`config.mk`:
```
export PLATFORM = sky130hd
export DESIGN_NAME = upc_checkpoint_sequencer_flat
export DESIGN_NICKNAME = d
export VERILOG_FILES = /design/src/rtl/upc_chk_pkg.sv /design/src/rtl/upc_checkpoint_sequencer_if.sv /design/src/rtl/upc_chk_match.sv /design/src/rtl/upc_checkpoint_sequencer.sv /design/src/flat_wrapper.sv
export SDC_FILE = /design/constraint.sdc
export NUM_CORES = 2
export LEC_CHECK = 0
export BUFFER_PORTS_ARGS = -buffer_cell sky130_fd_sc_hd__buf_4
export CAP_MARGIN = 10
export CORE_ASPECT_RATIO = 0.6
export CORE_MARGIN = 8
export CORE_UTILIZATION = 43
export CTS_CLUSTER_SIZE = 24
export DETAILED_ROUTE_END_ITERATION = 10
export HOLD_SLACK_MARGIN = 0.08
export PLACE_DENSITY = 0.69
export SETUP_SLACK_MARGIN = 0.1
export SKIP_CTS_REPAIR_TIMING = 1
export SLEW_MARGIN = 20
export SYNTH_ARGS = -nofsm -noshare
export SYNTH_HDL_FRONTEND = slang
export SYNTH_SLANG_ARGS = --single-unit
```
`constraint.sdc`:
```
create_clock -name clk -period 8.7 [get_ports clk]
set_input_delay 2.175 -clock clk [delete_from_list [all_inputs] [get_ports clk]]
set_output_delay 2.175 -clock clk [all_outputs]
set_load 0.05 [all_outputs]
```
`src/rtl/upc_chk_pkg.sv`:
```
// upc_chk_pkg: shared types and default sizes for the micro-PC checkpoint sequencer
package upc_chk_pkg;

    localparam int DEF_UPC_W = 12;
    localparam int DEF_NCHK  = 32;

    typedef enum logic [2:0] {
        IDLE    = 3'd0,
        RUN     = 3'd1,
        DONE    = 3'd2,
        FAIL    = 3'd3,
        TIMEOUT = 3'd4
    } state_t;

    // One checkpoint: a from->to back-jump plus an optional redirect target
    typedef struct packed {
        logic                 en;
        logic [DEF_UPC_W-1:0] from;
        logic [DEF_UPC_W-1:0] to;
        logic                 rel;
        logic                 redir;
        logic [DEF_UPC_W-1:0] target;
    } chk_entry_t;

endpackage

```
`src/rtl/upc_checkpoint_sequencer_if.sv`:
```
// upc_checkpoint_sequencer_if: micro-PC observation and redirect bus between control unit and sequencer
interface upc_checkpoint_sequencer_if #(
    parameter int UPC_W = upc_chk_pkg::DEF_UPC_W
);
    logic [UPC_W-1:0] upc_x;
    logic [UPC_W-1:0] upc_f;
    logic             upc_valid;
    logic             redir_valid;
    logic [UPC_W-1:0] redir_addr;

    modport master (
        output upc_x, upc_f, upc_valid,
        input  redir_valid, redir_addr
    );

    modport slave (
        input  upc_x, upc_f, upc_valid,
        output redir_valid, redir_addr
    );
endinterface

```
`src/rtl/upc_chk_match.sv`:
```
// upc_chk_match: compares the uPC pair against every checkpoint and picks the lowest matching index
module upc_chk_match
    import upc_chk_pkg::*;
#(
    parameter int NCHK  = DEF_NCHK,
    parameter int IDX_W = $clog2(NCHK)
) (
    input  chk_entry_t           tbl [NCHK],
    input  logic [NCHK-1:0]      mask,
    input  logic [DEF_UPC_W-1:0] upc_x,
    input  logic [DEF_UPC_W-1:0] upc_f,
    input  logic                 en,
    output logic                 hit,
    output logic [IDX_W-1:0]     idx
);

    logic [NCHK-1:0] vec;

    for (genvar i = 0; i < NCHK; i++) begin : g_cmp
        assign vec[i] = en && tbl[i].en && !mask[i] && upc_x == tbl[i].from && upc_f == tbl[i].to;
    end

    // Scan from the top down so the lowest set bit is the last one written
    always_comb begin
        hit = |vec;
        idx = '0;
        for (int i = NCHK - 1; i >= 0; i--)
            if (vec[i]) idx = IDX_W'(i);
    end

endmodule

```
`src/rtl/upc_checkpoint_sequencer.sv`:
```
// upc_checkpoint_sequencer: microcode self-test sequencer that scores checkpoint back-jumps, fail label and watchdog
module upc_checkpoint_sequencer
    import upc_chk_pkg::*;
#(
    parameter int UPC_W  = DEF_UPC_W,
    parameter int NCHK   = DEF_NCHK,
    parameter int IDX_W  = $clog2(NCHK),
    parameter int WDOG_W = 20
) (
    input  logic                      clk,
    input  logic                      reset,
    upc_checkpoint_sequencer_if.slave cu,
    input  logic                      start,
    input  logic                      cfg_we,
    input  logic [IDX_W-1:0]          cfg_idx,
    input  logic                      cfg_en,
    input  logic [UPC_W-1:0]          cfg_from,
    input  logic [UPC_W-1:0]          cfg_to,
    input  logic                      cfg_rel,
    input  logic                      cfg_redir,
    input  logic [UPC_W-1:0]          cfg_target,
    input  logic [UPC_W-1:0]          fail_label,
    input  logic [WDOG_W-1:0]         wdog_limit,
    output logic                      pass_pulse,
    output logic [IDX_W-1:0]          pass_idx,
    output logic [NCHK-1:0]           pass_mask,
    output logic [IDX_W:0]            pass_count,
    output logic [2:0]                state,
    output logic                      cfg_err
);

    localparam logic [2:0] ST_IDLE    = IDLE;
    localparam logic [2:0] ST_RUN     = RUN;
    localparam logic [2:0] ST_DONE    = DONE;
    localparam logic [2:0] ST_FAIL    = FAIL;
    localparam logic [2:0] ST_TIMEOUT = TIMEOUT;

    chk_entry_t        tbl [NCHK];
    logic [NCHK-1:0]   en_vec;
    logic [WDOG_W-1:0] wdog;
    logic              run;
    logic              fail_hit;
    logic              all_done;
    logic              hit;
    logic [IDX_W-1:0]  hit_idx;
    chk_entry_t        hit_e;

    for (genvar i = 0; i < NCHK; i++) begin : g_en
        assign en_vec[i] = tbl[i].en;
    end

    assign run      = state == ST_RUN;
    assign fail_hit = cu.upc_valid && cu.upc_x == fail_label;
    assign all_done = &(pass_mask | ~en_vec);
    assign hit_e    = tbl[hit_idx];

    // Matching is held off while a redirect is outstanding: upc_x/upc_f still show the old path
    upc_chk_match #(.NCHK(NCHK), .IDX_W(IDX_W)) u_match (
        .tbl   (tbl),
        .mask  (pass_mask),
        .upc_x (cu.upc_x),
        .upc_f (cu.upc_f),
        .en    (run && cu.upc_valid && !cu.redir_valid && !fail_hit),
        .hit   (hit),
        .idx   (hit_idx)
    );

    // Sequencer FSM, checkpoint table, pass bookkeeping, redirect register and watchdog
    always_ff @(posedge clk or negedge reset) begin
        if (!reset) begin
            state          <= ST_IDLE;
            pass_pulse     <= 1'b0;
            pass_idx       <= '0;
            pass_mask      <= '0;
            pass_count     <= '0;
            cfg_err        <= 1'b0;
            wdog           <= '0;
            cu.redir_valid <= 1'b0;
            cu.redir_addr  <= '0;
            for (int i = 0; i < NCHK; i++) tbl[i] <= '0;
        end else begin
            pass_pulse     <= 1'b0;
            cu.redir_valid <= 1'b0;
            cfg_err        <= cfg_we && run;
            if (cfg_we && !run)
                tbl[cfg_idx] <= '{en: cfg_en, from: cfg_from, to: cfg_to, rel: cfg_rel,
                                  redir: cfg_redir, target: cfg_target};
            if (run) begin
                if (fail_hit) begin
                    state <= ST_FAIL;
                end else if (hit) begin
                    pass_pulse         <= 1'b1;
                    pass_idx           <= hit_idx;
                    pass_mask[hit_idx] <= 1'b1;
                    pass_count         <= pass_count + (IDX_W+1)'(1);
                    wdog               <= '0;
                    cu.redir_valid     <= hit_e.redir;
                    cu.redir_addr      <= hit_e.rel ? cu.upc_x + hit_e.target : hit_e.target;
                end else if (all_done) begin
                    state <= ST_DONE;
                end else begin
                    wdog <= wdog + WDOG_W'(1);
                    if (wdog_limit != '0 && wdog == wdog_limit) state <= ST_TIMEOUT;
                end
            end else if (start) begin
                state      <= |en_vec ? ST_RUN : ST_DONE;
                pass_mask  <= '0;
                pass_count <= '0;
                wdog       <= '0;
            end
        end
    end

endmodule

```
`src/flat_wrapper.sv`:
```
// flat-port wrapper written by rule: the top's interface ports become plain ports
module upc_checkpoint_sequencer_flat import upc_chk_pkg::*;
#(
    parameter int UPC_W  = DEF_UPC_W,
    parameter int NCHK   = DEF_NCHK,
    parameter int IDX_W  = $clog2(NCHK),
    parameter int WDOG_W = 20
)
  (clk, reset, start, cfg_we, cfg_idx, cfg_en, cfg_from, cfg_to, cfg_rel, cfg_redir, cfg_target, fail_label, wdog_limit, pass_pulse, pass_idx, pass_mask, pass_count, state, cfg_err, cu_upc_x, cu_upc_f, cu_upc_valid, cu_redir_valid, cu_redir_addr);
  upc_checkpoint_sequencer_if #(.UPC_W(UPC_W)) cu_i ();
  input  logic clk;
  input  logic reset;
  input  logic start;
  input  logic cfg_we;
  input  logic [IDX_W-1:0] cfg_idx;
  input  logic cfg_en;
  input  logic [UPC_W-1:0] cfg_from;
  input  logic [UPC_W-1:0] cfg_to;
  input  logic cfg_rel;
  input  logic cfg_redir;
  input  logic [UPC_W-1:0] cfg_target;
  input  logic [UPC_W-1:0] fail_label;
  input  logic [WDOG_W-1:0] wdog_limit;
  output logic pass_pulse;
  output logic [IDX_W-1:0] pass_idx;
  output logic [NCHK-1:0] pass_mask;
  output logic [IDX_W:0] pass_count;
  output logic [2:0] state;
  output logic cfg_err;
  input wire logic [$bits(cu_i.upc_x)-1:0] cu_upc_x;
  input wire logic [$bits(cu_i.upc_f)-1:0] cu_upc_f;
  input wire logic [$bits(cu_i.upc_valid)-1:0] cu_upc_valid;
  output wire logic [$bits(cu_i.redir_valid)-1:0] cu_redir_valid;
  output wire logic [$bits(cu_i.redir_addr)-1:0] cu_redir_addr;
  assign cu_i.upc_x = cu_upc_x;
  assign cu_i.upc_f = cu_upc_f;
  assign cu_i.upc_valid = cu_upc_valid;
  assign cu_redir_valid = cu_i.redir_valid;
  assign cu_redir_addr = cu_i.redir_addr;
  upc_checkpoint_sequencer #(.UPC_W(UPC_W), .NCHK(NCHK), .IDX_W(IDX_W), .WDOG_W(WDOG_W)) u_core (.clk(clk), .reset(reset), .cu(cu_i), .start(start), .cfg_we(cfg_we), .cfg_idx(cfg_idx), .cfg_en(cfg_en), .cfg_from(cfg_from), .cfg_to(cfg_to), .cfg_rel(cfg_rel), .cfg_redir(cfg_redir), .cfg_target(cfg_target), .fail_label(fail_label), .wdog_limit(wdog_limit), .pass_pulse(pass_pulse), .pass_idx(pass_idx), .pass_mask(pass_mask), .pass_count(pass_count), .state(state), .cfg_err(cfg_err));
endmodule
```
# Word level (Yosys, flattened, before mapping)
# Index checks and enable logic that the tools add are counted.
[totals]
regBits = 1329
latchBits = 0
ramBits = 0
mem_bits_ro = 0
inputBits = 105
output_inout_bits = 61
elab_cells = 535
memories = 0
[op_classes]
n_addsub = 3
multipliers = 0
div = 0
n_lt_le_gt_ge = 5
n_eq_ne = 72
shift = 0
n_mux = 67
bitwise = 6
reduce_logical = 181
[op_table]
columns = ["op", "count"]
rows = [
  ["$bwmux 1248", 1],
  ["$eq 12x12->1", 65],
  ["$bmux 39 s5", 1],
  ["$demux 39 s5", 1],
  ["$mux 5", 32],
  ["$logic_and 1x1->1", 137],
  ["$mux 32", 4],
  ["$mux 20", 5],
  ["$or 32x32->32", 2],
  ["$reduce_or 32->1", 2],
  ["$mux 39", 1],
  ["$logic_not 1->1", 35],
  ["$not 32->32", 1],
  ["$reduce_and 32->1", 1],
  ["$mux 14", 2],
  ["$mux 6", 4],
  ["$add 20x1->20 const B", 1],
  ["$eq 20x20->1", 1],
  ["$reduce_bool 20->1", 1],
  ["$mux 3", 6],
  ["$add 12x12->12", 1],
  ["$ge 6x6->1 const B", 2],
  ["$mux 12", 1],
  ["$not 5->6", 2],
  ["other kinds (14)", 25],
]

# Depth between registers and ports, before layout
[depth]
depth_word = 48
ltp_mapped = 34
mapped_depth_nobuf = 27

# Cells and area by module
# From an unflattened synthesis, not the netlist that was laid out.
[unflattened]
cells_unflattened = 4815
hier_area_um2 = 64580.7
[modules_own_cells]
columns = ["mod", "n_inst", "cells_each", "area_each_um2", "seq_area_each_um2"]
rows = [
  ["upc_checkpoint_sequencer", 1, 3578, 54778.8, 33256.9],
  ["upc_chk_match", 1, 1237, 9801.9, 0.0],
]

# Worst setup path before layout
# No wires, ideal clock.
[synth_timing]
path_kind = "input port to flip-flop"
startpoint = "input cu_upc_f[1]"
endpoint = "register u_core.cu.redir_addr[11]"
setup_ps = 120
t_arrival_ps = 7733
required_time_ps = 8580
setup_slack_ps = 848
cell_stages = 31
path_buffers = 6
path_cell_list = "buf_2 -> buf_6 -> xnor2_2 -> nand2_1 -> or3b_2 -> nor4_2 -> a21oi_1 -> o211a_1 -> a22o_1 -> a221o_1 -> buf_4 -> buf_4 -> buf_4 -> buf_4 -> mux2i_1 -> a221oi_1 -> nand2_1 -> nor2_1 -> ha_1 -> a21o_1 -> a21oi_1 -> o21bai_1 -> a21oi_1 -> o21bai_1 -> a21oi_1 -> o21bai_1 -> a21oi_1 -> o21ai_0 -> xnor2_1 -> a211o_1 -> a31o_1"
[synth_between]
elab_chain_len = 40
elab_cells_between_ends = 104
classes_between = "add/sub (1); eq/ne (32); mux (36); bitwise (1); reduce/logical (34)"
[synth_rtl]
columns = ["element", "line", "source"]
rows = [
  ["start, declared", "flat_wrapper.sv:31", "input wire logic [$bits(cu_i.upc_f)-1:0] cu_upc_f;"],
  ["$eq 12x12->1", "upc_chk_match.sv:20", "assign vec[i] = en && tbl[i].en && !mask[i] && upc_x == tbl[i].from && upc_f == tbl[i].to;"],
  ["$logic_and 1x1->1", "upc_chk_match.sv:20", ""],
  ["$mux 5 (32 in a row)", "upc_chk_match.sv:28", "if (vec[i]) idx = IDX_W'(i);"],
  ["$not 5->6 (implied by the code)", "upc_checkpoint_sequencer.sv:55", "assign hit_e = tbl[hit_idx];"],
  ["$bmux 39 s5", "upc_checkpoint_sequencer.sv:55", ""],
  ["$mux 14 (implied by the code) (2 in a row)", "upc_checkpoint_sequencer.sv:55", ""],
  ["$add 12x12->12", "upc_checkpoint_sequencer.sv:98", "cu.redir_addr <= hit_e.rel ? cu.upc_x + hit_e.target : hit_e.target;"],
  ["$mux 12", "upc_checkpoint_sequencer.sv:98", ""],
  ["end signal, assigned", "upc_checkpoint_sequencer.sv:98", ""],
  ["end, declared", "upc_checkpoint_sequencer_if.sv:18", "output redir_valid, redir_addr"],
]
# Several ways; a longest one is shown, not always the timed one. The select of a mux whose other input is x is not followed.
# A chain may end at the register's enable or synchronous reset.

# Worst setup path after layout
[layout_timing]
startpoint = "input cu_upc_x[1]"
endpoint = "register u_core.cu.redir_addr[11]"
[layout_between]
elab_chain_len = 46
elab_cells_between_ends = 205
classes_between = "add/sub (1); eq/ne (33); mux (36); bitwise (2); reduce/logical (133)"
[layout_rtl]
columns = ["element", "line", "source"]
rows = [
  ["start, declared", "flat_wrapper.sv:30", "input wire logic [$bits(cu_i.upc_x)-1:0] cu_upc_x;"],
  ["$eq 12x12->1", "upc_checkpoint_sequencer.sv:53", "assign fail_hit = cu.upc_valid && cu.upc_x == fail_label;"],
  ["$logic_and 1x1->1", "upc_checkpoint_sequencer.sv:53", ""],
  ["$logic_not 1->1", "upc_checkpoint_sequencer.sv:63", ".en (run && cu.upc_valid && !cu.redir_valid && !fail_hit),"],
  ["$logic_and 1x1->1", "upc_checkpoint_sequencer.sv:63", ""],
  ["$logic_and 1x1->1 (4 in a row)", "upc_chk_match.sv:20", ""],
  ["$mux 5 (32 in a row)", "upc_chk_match.sv:28", ""],
  ["$not 5->6 (implied by the code)", "upc_checkpoint_sequencer.sv:55", ""],
  ["$bmux 39 s5", "upc_checkpoint_sequencer.sv:55", ""],
  ["$mux 14 (implied by the code) (2 in a row)", "upc_checkpoint_sequencer.sv:55", ""],
  ["$add 12x12->12", "upc_checkpoint_sequencer.sv:98", ""],
  ["$mux 12", "upc_checkpoint_sequencer.sv:98", ""],
]
# Several ways; a longest one is shown, not always the timed one. The select of a mux whose other input is x is not followed.

==> results_dict.tcl <==
set metrics [dict create \
    grtUsageMet2_pct 40.7 \
    die_width_um 529 \
    netSwitchingFraction_pct 32.2 \
    detailroute.via_count 50126 \
    hold_path_startpoint "u_core.tbl[325]" \
    ratio_of_cells_with_drive_above_1_in_the_final_layout_pct 36.5 \
    detail_route.vias_per_cell 6.14 \
    clkTransAtPathRegs_ps 60 \
    hpwl_mm 172 \
    timing.reg2reg.setup_slack_ps 1510 \
    synth.lib_cells_used.distinct 109 \
    layout_commonest_cell "sky130_fd_sc_hd__dfrtp_1" \
    regToRegStartpoint "u_core.tbl[231]" \
    layout.area.seq_um2 33300 \
    drt_pass1_iterations 7 \
    crit_start_category "primary input" \
    die_height_um 324 \
    cts_max_level 4 \
    cts_buffers 133 \
    post-route-min-period_ps 8340 \
    grt_use_total_pct 29.1 \
    layout_common_cells "1329 x sky130_fd_sc_hd__dfrtp_1, 1281 x sky130_fd_sc_hd__mux2_2, 559 x sky130_fd_sc_hd__buf_4" \
    floorplan.initialDensity_pct 43.1 \
    power.internal_mw 14.3 \
    period_share_pct 95.9 \
    synth_nets 5702 \
    leakagePower_nw 35.0 \
    critical-path-slowest-cell "sky130_fd_sc_hd__a211oi_1" \
    synthesis.area_um2 67900 \
    worst_clock_skew_ps 38.8 \
    totalNegativeSetupSlack_ps 0 \
    cp_endpoint_kind "flop" \
    wl_mm 255 \
    vdd_ir_drop_max_mv 0.163 \
    synth_sequential_area_ratio_pct 49.0 \
    worst-r2r-cell-count 28 \
    die_area_um2 171000 \
    slowest_delay_ps 710 \
    num_rows 113 \
    setup-violations-final 0 \
    pin_count 166 \
    cp-startpoint "cu_upc_x[1]" \
    holdPathStages 1 \
    synth.avg_cell_area_um2 12.2 \
    final_cell_area_um2 78900 \
    clock-sinks 1329 \
    place_area_um2 74300 \
    critPathArrivalTime_ps 9010 \
    clock_tree.root_cell "sky130_fd_sc_hd__clkbuf_16" \
    vias_in_the_first_global_route 49837 \
    worst_hold_path_type "reg2reg" \
    routed_wire_length_per_instance_um 31.2 \
    synth_area_leaders "sky130_fd_sc_hd__dfrtp_1 49%, sky130_fd_sc_hd__mux2_2 21%, sky130_fd_sc_hd__xor2_1 5.6%, sky130_fd_sc_hd__xnor2_1 5.1%, sky130_fd_sc_hd__mux2i_1 2.3%" \
    rsz0062_at_grt "false" \
    critPathMostFrequentCell "sky130_fd_sc_hd__buf_4" \
    p_clk_share_pct 29.0 \
    yosys_warnings 0 \
    postSynthRegisterBits 1329 \
    maximum_number_of_pins_on_one_net_before_global_route_repair 171 \
    use_met3_pct 9.24 \
    synthCells 5583 \
    worst_slew_margin_rel_pct 18.5 \
    timing.hold.worst_endpoint "u_core.tbl[325]" \
    number_of_antenna_violations_at_the_first_check_in_global_routing 21 \
    detail_route_antenna_nets 0 \
    powerDensity_nw_per_um2 267 \
    outcome "finished, final reports clean" \
    edff_count_synth 0 \
    required_ps 9360 \
    synth_ff_type "sky130_fd_sc_hd__dfrtp_1" \
    total_count_of_hold_check_failures_in_the_final_report 0 \
    globalplace.congestion 1.01 \
    core_area_um2 158000 \
    critPathMaxFanout 15 \
    layout-area-overhead-vs-synth_pct 16.2 \
    final_net_count 6050 \
    post_synth_top_area_cell "sky130_fd_sc_hd__dfrtp_1" \
    tightestPinTransition_ps 1220 \
    max_cap_viol_count 0 \
    port-buffer-count 165 \
    asyncSetResetFlopFracSynth_pct 100 \
    maxSlewViolCount 0 \
    drc 0 \
    grt_pass1_wl_mm 364 \
    net-switching-power_mw 6.79 \
    timing.fmax_mhz 120 \
    grt_met1_use_pct 42.1 \
    clk_latency_ps 770 \
    maximum_count_of_clock_buffers_along_a_single_path 3 \
    overflow 0 \
    multi_input_area_um2 32900 \
    fin_util_pct 50.1 \
    layout.filler_cells 13808 \
    gr-max-usage-layer "met1" \
    pwr-share-comb_pct 26.7 \
    criticalPathCategory "in2reg" \
    worst_r2r_endpoint "u_core.cu.redir_addr[11]" \
    drt_iter0_markers 6702 \
    clock_tree_from_tritoncts "yes" \
    synth.top_cell.area_share_pct 49.0 \
    hold_ws_ps 496 \
    power_frac_seq_pct 44.3 \
]
-- worst max-delay path: cells and delay by family --
family	cells	cell delay (ps)
compound gates	12	2510
simple gates	9	1990
buf+inv	7	1710
fa+ha+maj	1	330
xor+xnor	2	250
-- synthesized netlist by cell type (13+ instances only) --
| master | n |
|---|---|
| sky130_fd_sc_hd__nand4_1 | 177 |
| sky130_fd_sc_hd__buf_6 | 16 |
| sky130_fd_sc_hd__o22ai_1 | 14 |
| sky130_fd_sc_hd__mux2i_1 | 153 |
| sky130_fd_sc_hd__nand3b_1 | 14 |
| sky130_fd_sc_hd__clkbuf_1 | 187 |
| sky130_fd_sc_hd__nor4_1 | 172 |
| sky130_fd_sc_hd__nand2_1 | 187 |
| sky130_fd_sc_hd__buf_2 | 80 |
| sky130_fd_sc_hd__a22o_1 | 14 |
| sky130_fd_sc_hd__a221oi_1 | 21 |
| sky130_fd_sc_hd__nand2b_1 | 56 |
| sky130_fd_sc_hd__dfrtp_1 | 1329 |
| sky130_fd_sc_hd__nand3_1 | 74 |
| sky130_fd_sc_hd__nor4b_1 | 40 |
| sky130_fd_sc_hd__mux2_2 | 1281 |
| sky130_fd_sc_hd__nor2_1 | 219 |
| sky130_fd_sc_hd__o2111ai_1 | 14 |
| sky130_fd_sc_hd__nand4b_1 | 17 |
| sky130_fd_sc_hd__a21oi_1 | 56 |
| sky130_fd_sc_hd__xor2_1 | 434 |
| sky130_fd_sc_hd__ha_1 | 13 |
| sky130_fd_sc_hd__buf_4 | 42 |
| sky130_fd_sc_hd__xnor2_1 | 395 |
| sky130_fd_sc_hd__and2_1 | 38 |
| sky130_fd_sc_hd__or4_1 | 13 |
| sky130_fd_sc_hd__a211oi_1 | 22 |
| sky130_fd_sc_hd__inv_1 | 35 |
| sky130_fd_sc_hd__a22oi_1 | 24 |
| sky130_fd_sc_hd__nor3_1 | 52 |
| sky130_fd_sc_hd__buf_1 | 81 |
| sky130_fd_sc_hd__o21ai_0 | 31 |
| sky130_fd_sc_hd__and3_1 | 32 |
| sky130_fd_sc_hd__nor2b_1 | 48 |
-- logic make-up after synthesis --
group                    after synthesis  share of synthesized area, %
flip-flops                          1329                          49.0
multiplexers                        1437                          23.6
AND/OR/NAND/NOR                     1218                          10.1
XOR/XNOR                             830                          10.7
AO/OA/AOI/OAI                        313                          3.44
buffers and inverters                442                          3.00
adder cells (fa/ha/maj)               14                         0.269
-- routing by layer --
layer  part of all wire (%)  routed length [um]
met1                     43              111000
met2                     41              104000
met3                     12               30600
met4                    3.9               10000
met5                  0.014                  35
-- power by group through the flow --
stage                     Combinational [mW]  Clock (mW)  Sequential (mW)
after floorplan                         3.82           0             9.04
after global placement                  5.33           0             9.29
after detailed placement                5.47           0             9.40
after CTS                               5.50        6.17             9.30
after global routing                    5.99        6.41             9.54
final                                   5.62        6.11             9.35
-- metrics by stage --
step | setup WS, ps | std cells | power, mW
after floorplan | 848 | 5583 | 12.9
after global placement | -81.3 | 7923 | 14.6
after detailed placement | -30.8 | 7923 | 14.9
after CTS | 771 | 8155 | 21.0
after global routing | 170 | 8158 | 21.9
final | 355 | 8164 | 21.1
-- state kept, by name, indices dropped and copies added, names as in the netlist, 3 cells and up --
| register | flops |
|---|---|
| u_core.pass_mask | 32 |
| u_core.wdog | 20 |
| u_core.cu.redir_addr | 12 |
| u_core.pass_idx | 5 |
| u_core.en_vec | 32 |
| u_core.state | 3 |
| u_core.tbl | 1216 |
| u_core.pass_count | 6 |
-- area by class of cell --
class,count,area share (%)
Antenna cell,9,0.0285
Clock buffer,173,4.80
Clock inverter,59,0.953
Inverter,36,0.171
Multi-Input combinational cell,3812,41.7
Sequential cell,1329,42.2
Tap cell,2127,3.37
Timing Repair Buffer,619,6.85
-- worst max path at each step --
stage	slack, ps	cells after the start	end
after floorplan	850	31	u_core.cu.redir_addr[11]
after global placement	-80	29	u_core.cu.redir_addr[11]
after detailed placement	-30	31	u_core.cu.redir_addr[11]
after CTS	770	31	u_core.cu.redir_addr[11]
after global routing	170	31	u_core.cu.redir_addr[11]
final	360	31	u_core.cu.redir_addr[11]
Power figures use the tool's default switching activity.
